### src/rtl/mult_pkg.sv
// Shared definitions for the iterative HI/LO multiplier.
// The hazard unit also reads MULT_LATENCY to size its multiply stall.
package mult_pkg;

  typedef enum logic [1:0] {
    IDLE = 2'd0,
    BUSY = 2'd1,
    SIGN = 2'd2
  } multState_t;

  localparam int MULT_STEPS   = 32;
  localparam int MULT_LATENCY = 33;

endpackage

### src/rtl/mult_datapath.sv
// Radix-2 shift-add datapath for mult_unit: operand magnitudes, the
// (WIDTH+1)-bit add/shift step and the final sign correction of the product.
module mult_datapath
  import mult_pkg::*;
#(
  parameter int WIDTH = 32
) (
  input  logic               clk,
  input  logic               reset,
  input  logic               load,
  input  logic               step,
  input  logic               is_signed,
  input  logic [WIDTH-1:0]   a,
  input  logic [WIDTH-1:0]   b,
  output logic [2*WIDTH-1:0] product
);

  logic [WIDTH-1:0]   mcandReg;
  logic [WIDTH-1:0]   mplierReg;
  logic [2*WIDTH-1:0] accReg;
  logic               negReg;

  logic [WIDTH-1:0]   aMag;
  logic [WIDTH-1:0]   bMag;
  logic [WIDTH:0]     stepSum;

  // The most negative operand negates to itself, which is its correct
  // magnitude when read as unsigned.
  always_comb begin
    aMag    = (is_signed && a[WIDTH-1]) ? -a : a;
    bMag    = (is_signed && b[WIDTH-1]) ? -b : b;
    stepSum = {1'b0, accReg[2*WIDTH-1:WIDTH]}
            + {1'b0, (mplierReg[0] ? mcandReg : {WIDTH{1'b0}})};
  end

  always_ff @(posedge clk or negedge reset) begin
    if (!reset) begin
      mcandReg  <= '0;
      mplierReg <= '0;
      accReg    <= '0;
      negReg    <= 1'b0;
    end else if (load) begin
      mcandReg  <= aMag;
      mplierReg <= bMag;
      accReg    <= '0;
      negReg    <= is_signed & (a[WIDTH-1] ^ b[WIDTH-1]);
    end else if (step) begin
      // {carry, acc, mplier} >> 1; after WIDTH steps acc holds the product
      accReg    <= {stepSum, accReg[WIDTH-1:1]};
      mplierReg <= {accReg[0], mplierReg[WIDTH-1:1]};
    end
  end

  assign product = negReg ? -accReg : accReg;

endmodule

### src/rtl/mult_unit.sv
// MULT/MULTU unit with HI/LO registers: FSM, step counter and result
// registers, driving mult_datapath. Product appears 33 cycles after start.
module mult_unit
  import mult_pkg::*;
#(
  parameter int WIDTH = 32
) (
  input  logic             clk,
  input  logic             reset,
  input  logic             start,
  input  logic             is_signed,
  input  logic [WIDTH-1:0] a,
  input  logic [WIDTH-1:0] b,
  input  logic             hi_we,
  input  logic             lo_we,
  input  logic [WIDTH-1:0] wdata,
  output logic             busy,
  output logic             done,
  output logic [WIDTH-1:0] hi,
  output logic [WIDTH-1:0] lo
);

  localparam int CW = $clog2(WIDTH);
  localparam logic [CW-1:0] LAST_STEP = CW'(WIDTH - 1);

  multState_t         stateReg, stateNext;
  logic [CW-1:0]      countReg, countNext;
  logic               doneReg, doneNext;
  logic [WIDTH-1:0]   hiReg, loReg;

  logic               load;
  logic               step;
  logic               writeProduct;
  logic [2*WIDTH-1:0] product;

  mult_datapath #(.WIDTH(WIDTH)) datapath (
    .clk      (clk),
    .reset    (reset),
    .load     (load),
    .step     (step),
    .is_signed(is_signed),
    .a        (a),
    .b        (b),
    .product  (product)
  );

  always_ff @(posedge clk or negedge reset) begin
    if (!reset) begin
      stateReg <= IDLE;
      countReg <= '0;
      doneReg  <= 1'b0;
    end else begin
      stateReg <= stateNext;
      countReg <= countNext;
      doneReg  <= doneNext;
    end
  end

  // A start in any state wins: it aborts an operation in flight, including
  // one in SIGN, so the aborted product never reaches HI/LO.
  always_comb begin
    stateNext    = stateReg;
    countNext    = countReg;
    doneNext     = 1'b0;
    load         = 1'b0;
    step         = 1'b0;
    writeProduct = 1'b0;
    if (start) begin
      load      = 1'b1;
      countNext = '0;
      stateNext = BUSY;
    end else begin
      case (stateReg)
        IDLE: ;
        BUSY: begin
          step      = 1'b1;
          countNext = countReg + 1'b1;
          if (countReg == LAST_STEP) stateNext = SIGN;
        end
        SIGN: begin
          writeProduct = 1'b1;
          doneNext     = 1'b1;
          stateNext    = IDLE;
        end
        default: stateNext = IDLE;
      endcase
    end
  end

  // The product has priority over a coincident MTHI/MTLO write.
  always_ff @(posedge clk or negedge reset) begin
    if (!reset) begin
      hiReg <= '0;
      loReg <= '0;
    end else begin
      if (writeProduct)  hiReg <= product[2*WIDTH-1:WIDTH];
      else if (hi_we)    hiReg <= wdata;
      if (writeProduct)  loReg <= product[WIDTH-1:0];
      else if (lo_we)    loReg <= wdata;
    end
  end

  assign busy = (stateReg != IDLE);
  assign done = doneReg;
  assign hi   = hiReg;
  assign lo   = loReg;

endmodule

### config.mk
export PLATFORM = sky130hd
export DESIGN_NAME = mult_unit
export DESIGN_NICKNAME = d
export VERILOG_FILES = /design/src/rtl/mult_pkg.sv /design/src/rtl/mult_datapath.sv /design/src/rtl/mult_unit.sv
export SDC_FILE = /design/constraint.sdc
export NUM_CORES = 1
export LEC_CHECK = 0
export CORE_UTILIZATION = 61
export CTS_CLUSTER_SIZE = 25
export DETAILED_ROUTE_END_ITERATION = 8
export GPL_TIMING_DRIVEN = 0
export PLACE_DENSITY = 0.87
export SYNTH_ARGS = -nofsm -noshare
export SYNTH_HDL_FRONTEND = slang
export SYNTH_SLANG_ARGS = --single-unit
export TNS_END_PERCENT = 50
### constraint.sdc
create_clock -name clk -period 7.25 [get_ports clk]
set_input_delay 2.175 -clock clk [delete_from_list [all_inputs] [get_ports clk]]
set_output_delay 2.175 -clock clk [all_outputs]
set_load 0.02 [all_outputs]
* After elaboration in Yosys (flattened, before gate mapping)
Cells that the tools add are included.
Storage, ports and cells: register bits 201, input port bits 102, output and inout port bits 66, logic and storage cells 52
Operators by class: $add $sub $neg 5, equality and inequality tests 5, multiplexer cells 22, bitwise gates (word level) 2, reduce and logical (&&, ||, !) cells 9
Operator list (number):
- 32-bit two-way mux | 9
- 64-bit two-way mux | 3
- 32-bit negator | 2
- 64-bit negator | 1
- 32-bit by 32-bit adder with 33-bit output | 1
- 5-bit two-way mux | 2
- 2-bit nonzero test | 5
- 5-bit by 1-bit adder with 5-bit output (second input constant) | 1
- 5-bit == test (second input constant) | 1
- 1-bit two-way mux | 5
- 2-bit two-way mux | 2
- 2-bit case mux with 2 select lines | 1
- 3-bit inequality test (second input constant) | 1
- 2-bit by 1-bit == test with 1-bit output (second input constant) | 1
- 2-bit == test (second input constant) | 1
- 1-bit logical AND | 2
- 2-bit logical NOT | 1
- 2-bit inequality test (second input constant) | 1
- 2-bit AND reduction | 1
- 1-bit AND | 1
- 1-bit XOR | 1

* Depth between registers and ports, before layout
Gate-level depths: netlist of run 1.
word-level depth 5, mapped depth 13, gate-level depth less buffers 12

* Cells and area by module
A second synthesis of run 1 with hierarchy kept.
Second synthesis, totals: cell total of the unflattened synthesis 1477, area total of the unflattened synthesis 13141.4 um^2
Modules (own cells, without submodules):
- mult_datapath | times used 1, cells an instance 1167, area an instance 9795.6 um^2, seq. area each 3228.1 um^2
- mult_unit | times used 1, cells an instance 310, area an instance 3345.7 um^2, seq. area each 1801.7 um^2

* Worst setup path after synthesis of run 1
OpenSTA, ideal clock, no wires.
path kind input to register, start point in b[4], end point reg datapath.mplierReg[26], setup time 0.137 ns, data arrival time 3.912 ns, required time 7.113 ns, path slack 3.201 ns, cell stages on the path 8, buffers on the path 0, cells stage by stage or3_1 nor3b_1 nand2_1 or3_1 nor3_1 a21oi_1 xnor2_1 a21oi_1
On the way: word-level cells in the longest chain between the ends 3
Ends and longest elaborated chain:
- start: declaration | RTL line mult_unit.sv:13 | input logic [WIDTH-1:0] b,
- 32-bit negator | RTL line mult_datapath.sv:31 | bMag = (is_signed && b[WIDTH-1]) ? -b : b;
- 32-bit two-way mux | RTL line mult_datapath.sv:31
- 32-bit two-way mux | RTL line mult_datapath.sv:42 | end else if (load) begin
- end signal: assignment | RTL line mult_datapath.sv:44 | mplierReg <= bMag;
- end signal: assignment | RTL line mult_datapath.sv:50 | mplierReg <= {accReg[0], mplierReg[WIDTH-1:1]};
- end: declaration | RTL line mult_datapath.sv:19 | logic [WIDTH-1:0] mplierReg;
Every way passes these cells. A chain may end at the register's enable or synchronous reset.

* Final worst setup path of run 1
start point in b[2], end point reg datapath.mplierReg[28]
The elaborated chain is that of the path after synthesis.

==> flow_metrics.py, run 1 <==
metrics = {
    "setup_path": {
        "slowest_stage": "or3_1",
        "cp_data_arrival_time_ps": 4810,
        "crit_top_cell": "or3_1",
        "critPathRequiredTime_ps": 7620,
        "worstPathCellList": "clkdlybuf4s50_1 -> or3_1 -> nor3b_1 -> nand2_1 -> or3_1 -> nor4_1 -> nor2_1 -> xnor2_1 -> a21oi_1",
        "max_stage_delay_ps": 490,
        "critical_path_class": "in -> reg",
        "startpoint_type": "input pin",
        "crit_path_max_fanout": 5,
        "end_kind": "register",
    },
    "placed_design": {
        "gp_congestion": 0.935,
        "port_buffers": 164,
        "dp_slack_ps": 2340,
        "dp_hpwl_mm": 28.2,
        "place_area_mm2": 0.0149,
    },
    "cells_and_area": {
        "final_layout_size_suffix_gt1_share_pct": 3.67,
        "syn_to_final_growth_pct": 21.5,
        "diodes": 0,
        "postLayoutCoreUtil_pct": 76.6,
        "final_area_mm2": 0.0157,
        "fin_nets": 1840,
    },
    "logic_synthesis": {
        "syn_nets": 1651,
        "yosysUniqueCellTypes": 64,
        "yosysMostFrequentCell": "nand2_1",
        "syn_area_per_cell_um2": 8.55,
        "synthTopCellsByCount": "nand2_1, dfrtp_1, a21oi_1",
        "yosysTopAreaCellShare_pct": 38.9,
        "async_flop_share_pct": 100,
        "ys_top_cells_by_area": "dfrtp_1, nand2_1, xnor2_1",
        "synth_edf_count": 0,
        "syn_inst": 1511,
        "ys.flop_type": "dfrtp_1",
        "yosysWarningCount": 0,
        "yosysTopAreaCell": "dfrtp_1",
        "seq_area_frac_synth_pct": 38.9,
        "syn_area_mm2": 0.0129,
        "ys_ff_latch": 201,
    },
    "cts": {
        "numCtsBuffers": 22,
        "clock_path_buffers": 3,
        "htreeDepth": 1,
        "cts_setup_buffers": 0,
        "root_buffer": "clkbuf_16",
        "cts-resized-gates": 0,
        "clk_latency_ps": 520,
        "cts_hold_buf": 0,
        "clock-sinks": 201,
        "clk_pin_slew_ps": 60,
        "cts_tree": "yes",
    },
    "timing": {
        "layout_setup_ws_ps": 2810,
        "rsz0062_at_grt": "false",
        "fin_crit_sh_pct": 61.3,
        "setup_viol": 0,
        "hold_viol": 0,
        "max_freq_mhz": 225,
        "worst_pin_slew_ps": 875,
        "drv_slew": 0,
        "clock_skew_ps": 15.0,
        "relSlewSlack_pct": 41.7,
        "layout_min_cycle_time_ps": 4440,
    },
    "detailed_routing": {
        "viasPerCell": 6.14,
        "drt_iter0_drc": 965,
        "routed_wirelength_mm": 37.3,
        "antenna_left": 0,
        "drc": 0,
        "post_drt_wl_per_cell_um": 18.8,
        "detail_route.first_pass.iterations": 5,
        "dr_total_vias": 12200,
    },
    "power": {
        "power.density_mw_per_mm2": 240,
        "peakVddDrop_mv": 0.179,
        "cellLeakagePower_nw": 6.55,
        "fin_total_pwr_mw": 3.77,
    },
    "floorplan": {
        "die_height_um": 148,
        "core.rowCount": 52,
        "die_area_mm2": 0.0218,
        "die_w_um": 148,
        "io_pins": 168,
        "start_util_pct": 63.1,
        "core_mm2": 0.0205,
    },
    "grt": {
        "grt_util_all_layers_pct": 34.2,
        "grt_max_degree": 118,
        "grt_first_pass_wirelength_mm": 59.5,
        "antenna_found_initial": 0,
        "first_global_vias": 11500,
        "gr-total-overflow": 0,
    },
    "run": {
        "maxCapViolCount": 0,
    },
    "outcome": {
        "status": "finished clean",
    },
    "hold_path": {
        "hold_path_class": "reg -> reg",
    },
}
## through the flow
step	hold WS, ps	setup TNS, ps	std cells
floorplan	473	0	1511
global placement	498	-801930	1945
detailed placement	503	0	1946
CTS	521	0	1985
global route	532	0	1985
finish	519	0	1985
## logic make-up after synthesis
logic type                 Yosys count  share of synthesized area [%]
AOI/OAI and AO/OA                  407                           18.7
xor gates and xnor gates           148                           10.0
adders and majority gates           38                           3.74
buffers and inverters              114                           3.35
DFF                                201                           38.9
muxes                               79                           6.13
and+or+nand+nor                    524                           19.1
## flip-flops by register name (all words and copies together), names as in the netlist
name and cells:
hi 32, countReg 5, done 1, stateReg 2, datapath.mcandReg 32, datapath.mplierReg 32
datapath.accReg 64, lo 32, datapath.negReg 1
## report_power, final
part           switching, mW  total (mW)  internal, mW
clock                  0.469        1.18         0.711
sequential             0.172        1.43          1.26
combinational          0.664        1.17         0.501
## worst max-delay path: cells and delay by family
kind / cells / cell delay, ps
AND/OR/NAND/NOR: 6 / 1840
buffers and inverters: 1 / 480
AO/OA/AOI/OAI: 1 / 100
XOR/XNOR: 1 / 210
## final cells by class
cell class / instances / area, um^2
plain buffers: 91 / 347
fillers: 1483 / 4790
clock inverters: 10 / 150
inverters: 23 / 86.3
multi-input cells: 1196 / 7460
flip-flops and latches: 201 / 5030
repair buffers: 165 / 1670
clock buffers: 29 / 617
well taps: 270 / 338
## placed cells by master, fill, tap and decap left out, types with 19 or more instances in the layout
master           instances
clkbuf_1                74
xnor2_1                 91
inv_1                   23
a211oi_1                19
xor2_1                  57
o31ai_1                 27
clkdlybuf4s50_1        163
o21ai_0                126
and2_1                  35
ha_1                    37
a21oi_1                153
mux2i_1                 78
or3_1                   23
nor2_1                  90
nor2b_1                 21
dfrtp_1                201
clkbuf_16               22
nand2_1                248
## per-layer routing
layer | share of wire [%] | GRT usage [%] | vias up
li1 | - | - | 5709
met1 | 42 | 44.7 | 5856
met2 | 49 | 59.5 | 568
met3 | 7.0 | 3.64 | 62
met4 | 2.8 | 11.1 | 0
met5 | 0 | 0 | -
## final timing paths
path,slack (ps),end,cells past startpoint,start
hold / removal,520,datapath.mcandReg[14]$_DFFE_PN0P_,2,datapath.mcandReg[14]$_DFFE_PN0P_
hold reg to reg,520,datapath.mcandReg[14]$_DFFE_PN0P_,2,datapath.mcandReg[14]$_DFFE_PN0P_
setup reg to reg,3510,datapath.accReg[53]$_DFFE_PN0P_,13,datapath.mplierReg[0]$_DFFE_PN0P_
min in group asynchronous,1740,lo[12]$_DFFE_PN0P_,1,reset
setup / recovery,2810,datapath.mplierReg[28]$_DFFE_PN0P_,9,b[2]
max in group asynchronous,4580,datapath.mcandReg[25]$_DFFE_PN0P_,2,reset
No activity file was read; power rests on OpenSTA's default activity.
==> run 2: changes to the inputs <==
--- a/config.mk
+++ b/config.mk
@@ -5,11 +5,11 @@
 export SDC_FILE = /design/constraint.sdc
 export NUM_CORES = 1
 export LEC_CHECK = 0
-export CORE_UTILIZATION = 61
+export CORE_UTILIZATION = 57
 export CTS_CLUSTER_SIZE = 25
 export DETAILED_ROUTE_END_ITERATION = 8
 export GPL_TIMING_DRIVEN = 0
-export PLACE_DENSITY = 0.87
+export PLACE_DENSITY = 0.82
 export SYNTH_ARGS = -nofsm -noshare
 export SYNTH_HDL_FRONTEND = slang
 export SYNTH_SLANG_ARGS = --single-unit
==> constraint.sdc (replaced) <==
create_clock -name clk -period 4.1 [get_ports clk]
set_input_delay 1.23 -clock clk [delete_from_list [all_inputs] [get_ports clk]]
set_output_delay 1.23 -clock clk [all_outputs]
set_load 0.02 [all_outputs]
==> flow_metrics.py, run 2 (synthesis results as in run 1) <==
metrics = {
    "detailed_routing": {
        "post_drt_wl_per_cell_um": 18.6,
        "routed_wirelength_mm": 37.0,
        "drt_iter0_drc": 939,
        "detail_route.first_pass.iterations": 8,
        "antenna_left": 0,
        "viasPerCell": 6.04,
        "drc": 21,
        "dr_total_vias": 12100,
    },
    "setup_path": {
        "crit_cells": 13,
        "crit_path_max_fanout": 10,
        "slowest_stage": "o21ai_0",
        "critical_path_class": "reg -> reg",
        "max_stage_delay_ps": 490,
        "cp_data_arrival_time_ps": 4100,
        "worstPathCellList": "clkbuf_1 -> and2_1 -> ha_1 -> inv_1 -> fa_1 -> nor2b_1 -> o211ai_1 -> a31o_2 -> o21ai_0 -> a21oi_1 -> a31oi_1 -> xor2_1 -> a22o_1",
        "critPathRequiredTime_ps": 4490,
        "r2r_cells": 13,
        "critPathBufInv": 2,
        "end_kind": "register",
        "cpLargestDelayFamily": "compound AO/OA/AOI/OAI gates",
        "startpoint_type": "register",
    },
    "floorplan": {
        "die_height_um": 153,
        "core.rowCount": 54,
        "die_area_mm2": 0.0233,
        "core_mm2": 0.0220,
        "start_util_pct": 58.7,
        "die_w_um": 153,
        "io_pins": 168,
    },
    "timing": {
        "max_freq_mhz": 270,
        "rsz0062_at_grt": "false",
        "clock_skew_ps": 7.38,
        "drv_slew": 0,
        "relSlewSlack_pct": 48.4,
        "fin_crit_sh_pct": 90.5,
        "layout_min_cycle_time_ps": 3710,
        "hold_viol": 0,
        "worst_pin_slew_ps": 774,
        "setup_viol": 0,
    },
    "outcome": {
        "status": "complete, but fails checks",
        "violations": "design-rule violations",
    },
    "power": {
        "cellLeakagePower_nw": 6.54,
        "peakVddDrop_mv": 0.263,
        "fin_total_pwr_mw": 6.63,
        "power.density_mw_per_mm2": 422,
    },
    "cells_and_area": {
        "fin_nets": 1840,
        "regMostFlops": "datapath.accReg",
        "diodes": 0,
        "postLayoutCoreUtil_pct": 71.2,
        "largest_reg_flops": 64,
        "final_layout_size_suffix_gt1_share_pct": 3.56,
        "layout_commonest_cell": "nand2_1",
        "syn_to_final_growth_pct": 21.4,
        "final_cell_mix": "nand2_1, dfrtp_1, clkdlybuf4s50_1",
    },
    "run": {
        "maxCapViolCount": 0,
    },
    "placed_design": {
        "port_buffers": 164,
        "dp_hpwl_mm": 28.2,
        "gp_congestion": 0.956,
    },
    "grt": {
        "grt_util_all_layers_pct": 31.5,
        "first_global_vias": 11700,
        "grt_first_pass_wirelength_mm": 59.8,
        "grt_max_degree": 109,
        "gr-total-overflow": 0,
        "antenna_found_initial": 0,
    },
    "hold_path": {
        "hold_path_class": "reg -> reg",
        "holdPathStages": 2,
    },
    "cts": {
        "clk_pin_slew_ps": 60,
        "cts_tree": "yes",
        "numCtsBuffers": 22,
        "root_buffer": "clkbuf_16",
        "cts-resized-gates": 0,
        "clk_latency_ps": 500,
        "clock_path_buffers": 3,
        "clock-sinks": 201,
        "cts_hold_buf": 0,
        "cts_setup_buffers": 0,
        "htreeDepth": 1,
    },
}
## run 2: changes by cell type in the layout (fill, tap and decap cells not counted), sizes merged
| cell | change |
|---|---|
| clkbuf | +3 |
| bufinv | -1 |
| clkinvlp | -1 |
| inv | -1 |
## run 2: final timing paths
check | from | to | slack [ps]
max | datapath.mplierReg[0]$_DFFE_PN0P_ | datapath.accReg[57]$_DFFE_PN0P_ | 390
min | datapath.mcandReg[22]$_DFFE_PN0P_ | datapath.mcandReg[22]$_DFFE_PN0P_ | 520
max reg2reg | datapath.mplierReg[0]$_DFFE_PN0P_ | datapath.accReg[57]$_DFFE_PN0P_ | 390
min reg2reg | datapath.mcandReg[22]$_DFFE_PN0P_ | datapath.mcandReg[22]$_DFFE_PN0P_ | 520
max in group asynchronous | reset | datapath.mcandReg[25]$_DFFE_PN0P_ | 2360
min in group asynchronous | reset | lo[10]$_DFFE_PN0P_ | 740
## run 2: per-stage QoR
| stage | cells | instance area [um^2] | TNS (ps) | hold WS (ps) | setup WS (ps) |
|---|---|---|---|---|---|
| finish | 1995 | 15700 | 0 | 520 | 391 |
| global route | 1995 | 15700 | 0 | 540 | 168 |
| CTS | 1995 | 15700 | 0 | 519 | 470 |
| detailed placement | 1956 | 14900 | 0 | 504 | 233 |
| global placement | 1955 | 14900 | -1262880 | 496 | -6310 |
| floorplan | 1511 | 12900 | 0 | 473 | 996 |
## run 2: area by class of cell
cell class | instances | area (um^2)
Buffer | 91 | 347
Clock buffer | 32 | 649
Clock inverter | 7 | 95.1
Fill cell | 1710 | 6330
Inverter | 23 | 86.3
Multi-Input combinational cell | 1196 | 7460
Sequential cell | 201 | 5030
Tap cell | 280 | 350
Timing Repair Buffer | 165 | 1670
## run 2: worst register-to-register path, cell delays in order, from the launching register on
cell and delay, ps:
dfrtp_1 480, clkbuf_1 340, and2_1 210, ha_1 170
inv_1 50, fa_1 370, nor2b_1 200, o211ai_1 140
a31o_2 310, o21ai_0 490, a21oi_1 270, a31oi_1 270
xor2_1 100, a22o_1 190
## run 2: power breakdown
group,switching [mW],internal (mW),total [mW]
registers,0.306,2.22,2.53
clock network,0.815,1.23,2.04
logic,1.17,0.885,2.06
total,2.29,4.33,6.63
## run 2: layer usage
layer	wire length [um]	GRT usage [%]
met1	15700	41.6
met3	2520	4.01
met4	1060	10.1
met5	0	0
met2	17700	54.0
==> run 3: changes to the inputs <==
--- a/config.mk
+++ b/config.mk
@@ -5,6 +5,7 @@
 export SDC_FILE = /design/constraint.sdc
 export NUM_CORES = 1
 export LEC_CHECK = 0
+export CAP_MARGIN = 30
 export CORE_UTILIZATION = 57
 export CTS_CLUSTER_SIZE = 25
 export DETAILED_ROUTE_END_ITERATION = 8
==> results of run 3 <==
No change in the layout: final DEF, timing and power equal those of run 2.
